===== src/rtl/hazard_ctrl.sv =====
// hazard_ctrl: 5-stage pipeline sequencer with EX/MEM/WB scoreboard, hazard stalls, flush and freeze; forwarding/bypass only when HAZARD_CTRL_FWD_EN is defined.
module hazard_ctrl #(
    parameter int REG_ADDR_W = 5,
    parameter int CNT_W = 16
) (
    input  logic                  clk,
    input  logic                  rst,
    input  logic                  id_valid,
    input  logic [REG_ADDR_W-1:0] id_rs1,
    input  logic [REG_ADDR_W-1:0] id_rs2,
    input  logic                  id_use_rs1,
    input  logic                  id_use_rs2,
    input  logic [REG_ADDR_W-1:0] id_rd,
    input  logic                  id_reg_wr,
    input  logic                  id_is_load,
    input  logic                  ex_branch_taken,
    input  logic                  mem_busy,
    output logic                  if_en,
    output logic                  id_en,
    output logic                  ex_en,
    output logic                  mem_en,
    output logic                  wb_en,
    output logic                  id_ex_bubble,
    output logic                  if_id_flush,
    output logic [1:0]            fwd_a_sel,
    output logic [1:0]            fwd_b_sel,
    output logic                  id_byp_a,
    output logic                  id_byp_b,
    output logic [CNT_W-1:0]      stall_cnt
);
    typedef struct packed {
        logic                  valid;
        logic [REG_ADDR_W-1:0] rd;
        logic                  reg_wr;
        logic                  is_load;
        logic [REG_ADDR_W-1:0] rs1;
        logic [REG_ADDR_W-1:0] rs2;
        logic                  use_rs1;
        logic                  use_rs2;
    } entry_t;

    localparam logic [1:0] S_RESET  = 2'd0;
    localparam logic [1:0] S_FILL   = 2'd1;
    localparam logic [1:0] S_RUN    = 2'd2;
    localparam logic [1:0] S_FREEZE = 2'd3;

    logic [1:0] state, state_nxt;
    entry_t     sb [0:2];
    entry_t     id_entry;
    logic       live, go, flush, stall, hazard;

    function automatic logic hit(input entry_t e, input logic [REG_ADDR_W-1:0] r);
        return e.valid && e.reg_wr && (e.rd != '0) && (e.rd == r);
    endfunction

    always_comb begin
        id_entry.valid   = id_valid && !id_ex_bubble;
        id_entry.rd      = id_rd;
        id_entry.reg_wr  = id_reg_wr;
        id_entry.is_load = id_is_load;
        id_entry.rs1     = id_rs1;
        id_entry.rs2     = id_rs2;
        id_entry.use_rs1 = id_use_rs1;
        id_entry.use_rs2 = id_use_rs2;
    end

`ifdef HAZARD_CTRL_FWD_EN
    assign hazard = id_valid && sb[0].is_load &&
                    ((id_use_rs1 && hit(sb[0], id_rs1)) || (id_use_rs2 && hit(sb[0], id_rs2)));
    assign fwd_a_sel = !(sb[0].valid && sb[0].use_rs1) ? 2'b00 :
                       hit(sb[1], sb[0].rs1) ? 2'b01 : hit(sb[2], sb[0].rs1) ? 2'b10 : 2'b00;
    assign fwd_b_sel = !(sb[0].valid && sb[0].use_rs2) ? 2'b00 :
                       hit(sb[1], sb[0].rs2) ? 2'b01 : hit(sb[2], sb[0].rs2) ? 2'b10 : 2'b00;
    assign id_byp_a  = id_use_rs1 && hit(sb[2], id_rs1);
    assign id_byp_b  = id_use_rs2 && hit(sb[2], id_rs2);
`else
    // Without forwarding a consumer waits until its producer has left WB.
    assign hazard = id_valid &&
                    ((id_use_rs1 && (hit(sb[0], id_rs1) || hit(sb[1], id_rs1) || hit(sb[2], id_rs1))) ||
                     (id_use_rs2 && (hit(sb[0], id_rs2) || hit(sb[1], id_rs2) || hit(sb[2], id_rs2))));
    assign fwd_a_sel = 2'b00;
    assign fwd_b_sel = 2'b00;
    assign id_byp_a  = 1'b0;
    assign id_byp_b  = 1'b0;
`endif

    // FREEZE with mem_busy low already evaluates like RUN, so a freeze costs exactly the busy cycles.
    assign live  = (state == S_RUN) || (state == S_FREEZE);
    assign go    = (state == S_FILL) || (live && !mem_busy);
    assign flush = live && !mem_busy && ex_branch_taken;
    assign stall = live && !mem_busy && !ex_branch_taken && hazard;

    assign if_en        = go && !stall;
    assign id_en        = go && !stall;
    assign ex_en        = go;
    assign mem_en       = go;
    assign wb_en        = go;
    assign id_ex_bubble = flush || stall;
    assign if_id_flush  = flush;

    always_comb
        state_nxt = (state == S_RESET) ? S_FILL :
                    (state == S_FILL)  ? S_RUN  :
                    mem_busy           ? S_FREEZE : S_RUN;

    always_ff @(posedge clk or negedge rst) begin
        if (!rst) begin
            state     <= S_RESET;
            stall_cnt <= '0;
            for (int i = 0; i < 3; i++) sb[i] <= '0;
        end else begin
            state <= state_nxt;
            if (stall && !(&stall_cnt)) stall_cnt <= stall_cnt + CNT_W'(1);
            if (ex_en) sb[0] <= id_entry;
            if (mem_en) sb[1] <= sb[0];
            if (wb_en) sb[2] <= sb[1];
        end
    end
endmodule


===== config.mk =====
export PLATFORM = sky130hd
export DESIGN_NAME = hazard_ctrl
export DESIGN_NICKNAME = d
export VERILOG_FILES = /design/src/rtl/hazard_ctrl.sv
export SDC_FILE = /design/constraint.sdc
export NUM_CORES = 1
export LEC_CHECK = 0
export CORE_UTILIZATION = 30
export CTS_CLUSTER_SIZE = 28
export DETAILED_ROUTE_END_ITERATION = 16
export SYNTH_ARGS = -nofsm -noshare
export SYNTH_HDL_FRONTEND = slang
export SYNTH_SLANG_ARGS = --single-unit

===== constraint.sdc =====
create_clock -name clk -period 2.7 [get_ports clk]
set_clock_uncertainty 0.1 [all_clocks]
set_input_delay 0.405 -clock clk [delete_from_list [all_inputs] [get_ports clk]]
set_output_delay 0.405 -clock clk [all_outputs]
set_load 0.01 [all_outputs]

; Word-level counts from Yosys, hierarchy flattened
; Cells that the tools add are included.
[classes]
eq_ne = 9
muxes = 3
reduce_logical = 40
add_sub_neg = 1
[op_table]
columns = operator, count
row1 = == test 5 bit, 6
row2 = logical AND 1 bit, 22
row3 = adder 16 x 1 -> 16 bit (second input constant), 1
row4 = AND reduction 16 bit, 1
row5 = nonzero test 5 bit, 3
row6 = logical OR 1 bit, 8
row7 = zero test 1 bit, 5
row8 = == test 2 bit (second input constant), 2
row9 = == test 2 x 1 -> 1 bit (second input constant), 1
row10 = zero test 2 bit, 1
row11 = 2-to-1 mux 1 bit, 2
row12 = 2-to-1 mux 2 bit, 1
[word_totals]
in_bits = 24
ff_bits = 39
wordCells = 64
output_inout_bits = 29

; Depth between registers and ports, before layout
; Gate-level depths: netlist of the first run.
[depth]
depth_word = 12
mapped_depth = 9
depth_no_buf = 8

; Least setup slack after synthesis of the first run
; OpenSTA, ideal clock, no wires.
[synth_timing]
path_kind = reg2out
start = register sb[55] in the netlist's numbering
end = output if_en
stages_incl_launch_ff = 8
n_path_buf = 1
arrival_time_ns = 2.084
required_ns = 2.195
setup_slack_ns = 0.111
path_cell_list = dfrtp_1 > or4_1 > o211ai_2 > nor4_1 > o311ai_1 > nand2_1 > nor2_1 > buf_4
[synth_between]
elab_chain_len = 11
elab_cells_between_ends = 17
classes_between = eq/ne (2) / reduce/logical (15)
[synth_lines]
columns = item, line
row1 = "start, declared", 48  ; entry_t sb [0:2];
row2 = nonzero test 5 bit, 53  ; return e.valid && e.reg_wr && (e.rd != '0) && (e.rd == r);
row3 = logical AND 1 bit (2 in series), 53
row4 = "logical OR 1 bit, on equally long branches (2 in series)", "79, 80"
row5 = "logical AND 1 bit, on equally long branches", "79, 80"
row6 = logical OR 1 bit *, 79  ; ((id_use_rs1 && (hit(sb[0], id_rs1) || hit(sb[1], id_rs1) || hit(sb[2], id_rs1))) ||
row7 = logical AND 1 bit *, 78  ; assign hazard = id_valid &&
row8 = logical AND 1 bit *, 91  ; assign stall = live && !mem_busy && !ex_branch_taken && hazard;
row9 = zero test 1 bit *, --
row10 = logical AND 1 bit *, --
row11 = "end, declared", 18  ; output logic if_en,
; Mark *: on every way between the ends. The rest lies on a longest branch, timed or not.

; Final worst setup path of the first run
[layout_timing]
start = register sb[18] in the netlist's numbering
end = output id_ex_bubble
[layout_between]
elab_chain_len = 9
elab_cells_between_ends = 14
classes_between = eq/ne (2) / reduce/logical (12)
[layout_lines]
columns = item, line
row1 = nonzero test 5 bit, 53
row2 = logical AND 1 bit (2 in series), 53
row3 = "logical OR 1 bit, on equally long branches", "79, 80"
row4 = "logical AND 1 bit, on equally long branches", "79, 80"
row5 = logical OR 1 bit *, 79
row6 = logical AND 1 bit *, 78
row7 = logical AND 1 bit *, 91
row8 = logical OR 1 bit *, 98  ; assign id_ex_bubble = flush || stall;
row9 = "end, declared", 23  ; output logic id_ex_bubble,
; Marked as above.

==> results.json, run 1 <==
{
  "hold_viol": 0,
  "slew_violations": 0,
  "antenna_found_initial": 0,
  "grt_pass1_vias": 1720,
  "drt_iter0_drc": 81,
  "layout_setup_ws_ps": -271,
  "place_inst": 359,
  "relSlewSlack_pct": 42.6,
  "powerDensity_nw_per_um2": 438,
  "globalplace.congestion": 0.866,
  "end_kind": "primary output",
  "netlist_area_um2": 2080,
  "std_cell_rows": 30,
  "io_buffers": 45,
  "hold_path_class": "in2async",
  "irDropWorstVdd_mv": 0.162,
  "antenna_left": 0,
  "start_util_pct": 30.9,
  "clock_latency_ps": 290,
  "crit_cells": 7,
  "drive_above_1_share_pct": 20.0,
  "violations": "setup timing",
  "cp_num_buf_inv": 1,
  "core-area_um2": 6760,
  "yosys_register_bits": 39,
  "crit_required_ps": 2190,
  "vias_per_cell": 4.72,
  "finalWirelength_um": 5040,
  "wl_per_cell_um": 13.5,
  "path_cells": "or4_1, o211ai_1, nor4_1, o311ai_1, nand2_1, or2_1, buf_6",
  "grt_pass1_wl_um": 8140,
  "dp_slack_ps": -327,
  "min_period_ps": 2970,
  "dp_hpwl_um": 3610,
  "area_growth_pct": 42.9,
  "die_area_um2": 7290,
  "clkTransAtPathRegs_ps": 80,
  "slowest_stage": "or4_1",
  "grt_util_all_layers_pct": 14.3,
  "diodes": 0,
  "worst-path-max-fanout": 2,
  "cts-buffers-inserted": 5,
  "leakage_uw": 0.00137,
  "status": "complete, but fails checks",
  "final_cells": 375,
  "fin_nets": 319,
  "fin_crit_sh_pct": 110,
  "max_cap_viol_count": 0,
  "root_buffer": "clkbuf_8",
  "rr_worst_depth": 12,
  "drt-pass1-iter-count": 4,
  "worst_pin_slew_ps": 861,
  "path_delay_family": "simple AND/OR/NAND/NOR gates",
  "syn_avg_cell_area_um2": 9.35,
  "htreeDepth": 2,
  "ys_seq_area_share_pct": 46.8,
  "yosysWarnings": 0,
  "rsz0062_at_grt": "yes",
  "io_pins": 53,
  "drc": 0,
  "setup.worst_path.start_class": "register",
  "cts_hold_buf": 0,
  "die_y_um": 85.4,
  "fillers": 656,
  "cts_tree": "built",
  "vias": 1770,
  "grt_max_degree": 40,
  "finish.utilization_pct": 44.1,
  "setup_viol": 3,
  "critPathArrivalTime_ps": 2470,
  "clock_sinks": 39,
  "overflow": 0,
  "hold_slack_ps": 124,
  "fmax_mhz": 337,
  "syn_inst": 223,
  "ys_types": 31,
  "clk_path_buf_depth": 2,
  "die_w_um": 85.4,
  "slowest_delay_ps": 520,
  "criticalPathCategory": "reg2out"
}
-- report_power, final --
group          switching (uW)  internal, uW  leakage [uW]
sequential               32.9           621      0.000506
clock                     195           181     0.0000422
combinational             135           139      0.000822
-- worst reg2reg max path, cell delays in order (launching register included) --
cell      delay [ps]
dfrtp_1          380
or4_1            520
o211ai_1         260
buf_4            180
nor4_2            50
o311ai_2         260
buf_4            160
buf_4            100
buf_6            120
a21oi_4           80
buf_4            160
nand4_2           80
xnor2_1          120
-- area by class of cell --
cell class              count  area [um^2]  area share, %
inverters                   1         3.75          0.126
well taps                  80          100           3.36
multi-input cells         174         1130           37.9
flip-flops and latches     39          976           32.8
clock inverters             1         5.00          0.168
repair buffers             73          688           23.1
clock buffers               7         76.3           2.56
-- worst paths after layout --
| path | startpoint | to | slack (ps) |
|---|---|---|---|
| max in group asynchronous | rst | sb[14]$_DFFE_PN0P_ | 1840 |
| setup reg to reg | sb[18]$_DFFE_PN0P_ | stall_cnt[6]$_DFFE_PN0P_ | 60 |
| hold / removal | rst | stall_cnt[11]$_DFFE_PN0P_ | 120 |
| hold reg to reg | state[0]$_DFF_PN0_ | state[1]$_DFF_PN0_ | 350 |
| setup / recovery | sb[18]$_DFFE_PN0P_ | id_ex_bubble | -270 |
| min in group clk | state[0]$_DFF_PN0_ | state[1]$_DFF_PN0_ | 350 |
-- Yosys cell counts, drive strengths merged --
cell	n	area, um^2
a21oi	1	8.76
a221oi	1	8.76
and2	1	6.26
and3	4	25.0
and3b	1	8.76
buf	10	78.8
clkbuf	5	18.8
conb	1	3.75
dfrtp	39	976
ha	1	12.5
inv	1	3.75
mux2	1	11.3
nand2	73	274
nand3	10	50.1
nand4	5	37.5
nor2	3	11.3
nor3	2	10.0
nor4	6	37.5
nor4bb	1	10.0
o211ai	3	32.5
o21ai	1	5.00
o311ai	2	17.5
or2	2	12.5
or2b	1	7.51
or4	3	22.5
xnor2	31	272
xor2	14	123
-- metrics by stage --
| step | total power, uW | cell area [um^2] | TNS [ps] |
|---|---|---|---|
| after floorplan | 796 | 2100 | 0 |
| after global placement | 920 | 2730 | -938 |
| after detailed placement | 925 | 2730 | -1160 |
| after CTS | 1300 | 2890 | -2030 |
| after global routing | 1370 | 2980 | -1150 |
| final | 1300 | 2980 | -789 |
-- metal layers --
metal / up-vias / share of wire (%) / track usage, %
met5: - / 0 / 0
met4: 0 / 2.0 / 5.61
met3: 9 / 2.9 / 2.63
met2: 32 / 51 / 25.1
met1: 867 / 44 / 17.5
li1: 862 / - / -
-- cell families after synthesis --
| family | synth area share (%) |
|---|---|
| AOI/OAI and AO/OA | 3.48 |
| xor gates and xnor gates | 18.9 |
| adders and majority gates | 0.600 |
| buffers and inverters | 4.86 |
| DFF | 46.8 |
| muxes | 0.540 |
| other | 0.180 |
| and+or+nand+nor | 24.6 |
-- repair_timing --
action,in CTS,in global routing
resized for setup,25,17
pin swaps,7,14
gates cloned,0,1
endpoints found under the hold margin,0,0
buffers inserted,5,8
endpoints found under the setup margin,3,20
-- flip-flops by register name, summed over array words and instances (netlist names) --
register / count
stall_cnt: 16
state: 2
sb: 21
-- layout by cell type, fill, tap and decap left out, types with 2 or more instances in the layout --
master	count
conb_1	6
nor4_1	2
or4_1	2
xor2_1	14
nand2_1	71
xnor2_1	31
and3_1	4
dfrtp_1	39
clkbuf_1	2
nand4_1	4
buf_6	5
clkbuf_8	5
clkdlybuf4s50_1	36
nand3_2	2
o211ai_2	2
nor2_1	2
nor3_1	2
nand3_1	8
dlymetal6s2s_1	4
buf_4	25
nor4_2	4
nand2_2	2
No activity file was read; power rests on OpenSTA's default activity.
==> run 2: changes to the inputs <==
Settings changed: ABC_AREA set to 1, CAP_MARGIN set to 30.
==> run 2 against run 1 <==
Against the previous run:
- flip-flop and latch count did not move
- the run now ends clean
- sequential share of layout area down 0.63 points
- utilization shrank 5.4 points
- critical path depth up 2
==> results.json, run 2 <==
{
  "status": "complete, no violations",
  "post_cts_buffers": 0,
  "synth_top_cell_area_share_pct": 39.5,
  "criticalPathCategory": "in2out",
  "drt-pass1-iter-count": 5,
  "io_buffers": 45,
  "hold_path_class": "in2async",
  "clock_sinks": 39,
  "mostFrequentLayoutCells": "nand2_1, dfrtp_1, inv_1",
  "critPathArrivalTime_ps": 1960,
  "reg_top3": "sb: 21 flops, stall_cnt: 16 flops, state: 2 flops",
  "end_kind": "primary output",
  "crit_required_ps": 2190,
  "die_w_um": 92.7,
  "cts-buffers-inserted": 5,
  "drive_above_1_share_pct": 6.35,
  "root_buffer": "clkbuf_8",
  "cts_hold_buf": 0,
  "layout_setup_ws_ps": 237,
  "slew_violations": 0,
  "syn_inst": 334,
  "worst-path-max-fanout": 3,
  "antenna_found_initial": 0,
  "vias_per_cell": 4.56,
  "fin_nets": 402,
  "grt_pass1_vias": 2070,
  "synth_edf_count": 0,
  "globalplace.congestion": 0.803,
  "yosysMostFrequentCell": "nand2_1",
  "yosysTopAreaCell": "dfrtp_1",
  "htreeDepth": 2,
  "yosysWarnings": 0,
  "clk_path_buf_depth": 2,
  "syn_avg_cell_area_um2": 7.39,
  "cts_resized": 12,
  "diodes": 0,
  "drt_iter0_drc": 117,
  "core-area_um2": 7850,
  "dp_hpwl_um": 4150,
  "finalWirelength_um": 5690,
  "vias": 2188,
  "grt_pass1_wl_um": 9690,
  "netlist_area_um2": 2470,
  "async_flop_share_pct": 100,
  "rsz0062_at_grt": "no",
  "irDropWorstVdd_mv": 0.180,
  "powerDensity_nw_per_um2": 421,
  "switching_share_pct": 29.6,
  "overflow": 0,
  "worst_pin_slew_ps": 893,
  "relSlewSlack_pct": 40.5,
  "std_cell_rows": 32,
  "leakage_uw": 0.00152,
  "antenna_left": 0,
  "ys.flop_type": "dfrtp_1",
  "dp_slack_ps": -127,
  "ys_seq_area_share_pct": 39.5,
  "area_growth_pct": 22.9,
  "clock_latency_ps": 290,
  "ys_types": 27,
  "layout_commonest_cell": "nand2_1",
  "grt_max_degree": 40,
  "largest_reg_flops": 21,
  "yosys-top-cells-area": "dfrtp_1, nand2_1, xor2_1",
  "clkPwrFrac_pct": 30.6,
  "sequentialPowerShare_pct": 52.2,
  "setup.worst_path.start_class": "input pin",
  "start_util_pct": 31.5,
  "intPower_uw": 902,
  "top_register": "sb",
  "grt_util_all_layers_pct": 14.3,
  "switching_power_uw": 378,
  "wl_per_cell_um": 11.8,
  "die_area_um2": 8600,
  "drc": 0,
  "hold_viol": 0,
  "max_cap_viol_count": 0,
  "clkTransAtPathRegs_ps": 70,
  "synth_commonest_cells": "nand2_1, dfrtp_1, inv_1, nor2_1, xor2_1",
  "die_y_um": 92.7,
  "setup_viol": 0,
  "io_pins": 53,
  "fin_crit_sh_pct": 91.2,
  "hold_slack_ps": 133,
  "cts_tree": "built",
  "p_comb_share_pct": 17.2,
  "yosys_register_bits": 39,
  "min_period_ps": 2460,
  "fmax_mhz": 406
}
## run 2: changes by cell type after synthesis, sizes merged, moves of 9 or more
cell / delta
nand3: +9
nor2: +23
nand4: +12
nand2: +47
inv: +32
o21ai: +14
xnor2: -15
## run 2: logic make-up (layout without fill, tap and decap cells)
logic type	Yosys count	count (layout)	share of synthesized area, %
flops	39	39	39.5
compound gates	17	17	3.60
simple gates	188	188	33.1
other cells	1	6	0.152
fa+ha+maj	1	1	0.507
buf+inv	52	91	10.4
xor+xnor	36	36	12.8
## run 2: layout make-up
cell class / count / area, um^2
Timing Repair Buffer: 50 / 468
Clock inverter: 2 / 12.5
Clock buffer: 6 / 72.6
Multi-Input combinational cell: 248 / 1260
Inverter: 33 / 124
Fill cell: 855 / 4810
Sequential cell: 39 / 976
Tap cell: 102 / 128
## run 2: power groups by stage
stage,combinational [uW],sequential [uW],clock (uW)
after floorplan,146,667,0
after CTS,224,667,409
after detailed placement,229,679,0
final,220,668,392
after global placement,226,677,0
after global routing,255,673,429
## run 2: path summary, 6_finish.rpt
kind | start | endpoint | slack [ps] | depth (start not counted)
min in group clk | state[0]$_DFF_PN0_ | state[1]$_DFF_PN0_ | 360 | 1
max reg2reg | sb[55]$_DFFE_PN0P_ | stall_cnt[5]$_DFFE_PN0P_ | 550 | 13
min reg2reg | state[0]$_DFF_PN0_ | state[1]$_DFF_PN0_ | 360 | 1
min | rst | sb[55]$_DFFE_PN0P_ | 130 | 1
max in group asynchronous | rst | stall_cnt[13]$_DFFE_PN0P_ | 1810 | 1
max | id_rs1[2] | id_en | 240 | 9
## run 2: critical path, cell delays in order
cell             delay, ps
clkdlybuf4s50_1        540
xor2_1                 160
nor2_1                  60
nand3_1                 60
nand3_1                 80
nand2_1                 70
nand2_2                 80
a21oi_2                200
dlygate4sd2_1          290
## run 2: stage by stage
step / TNS (ps) / std cells / power, uW / instance area [um^2] / util [%]
global route: 0 / 480 / 1360 / 3040 / 38.7
floorplan: 0 / 339 / 812 / 2490 / -
CTS: 0 / 480 / 1300 / 3040 / 38.7
detailed placement: -365 / 472 / 908 / 2970 / 37.8
finish: 0 / 480 / 1280 / 3040 / 38.7
global placement: -384 / 472 / 903 / 2970 / 37.8
## run 2: metal layers
| metal | track usage, % | vias up | routed length, um |
|---|---|---|---|
| met4 | 5.26 | 0 | 95 |
| met5 | 0 | - | 0 |
| li1 | - | 1112 | - |
| met2 | 22.8 | 33 | 2580 |
| met3 | 1.97 | 7 | 168 |
| met1 | 19.6 | 1036 | 2840 |
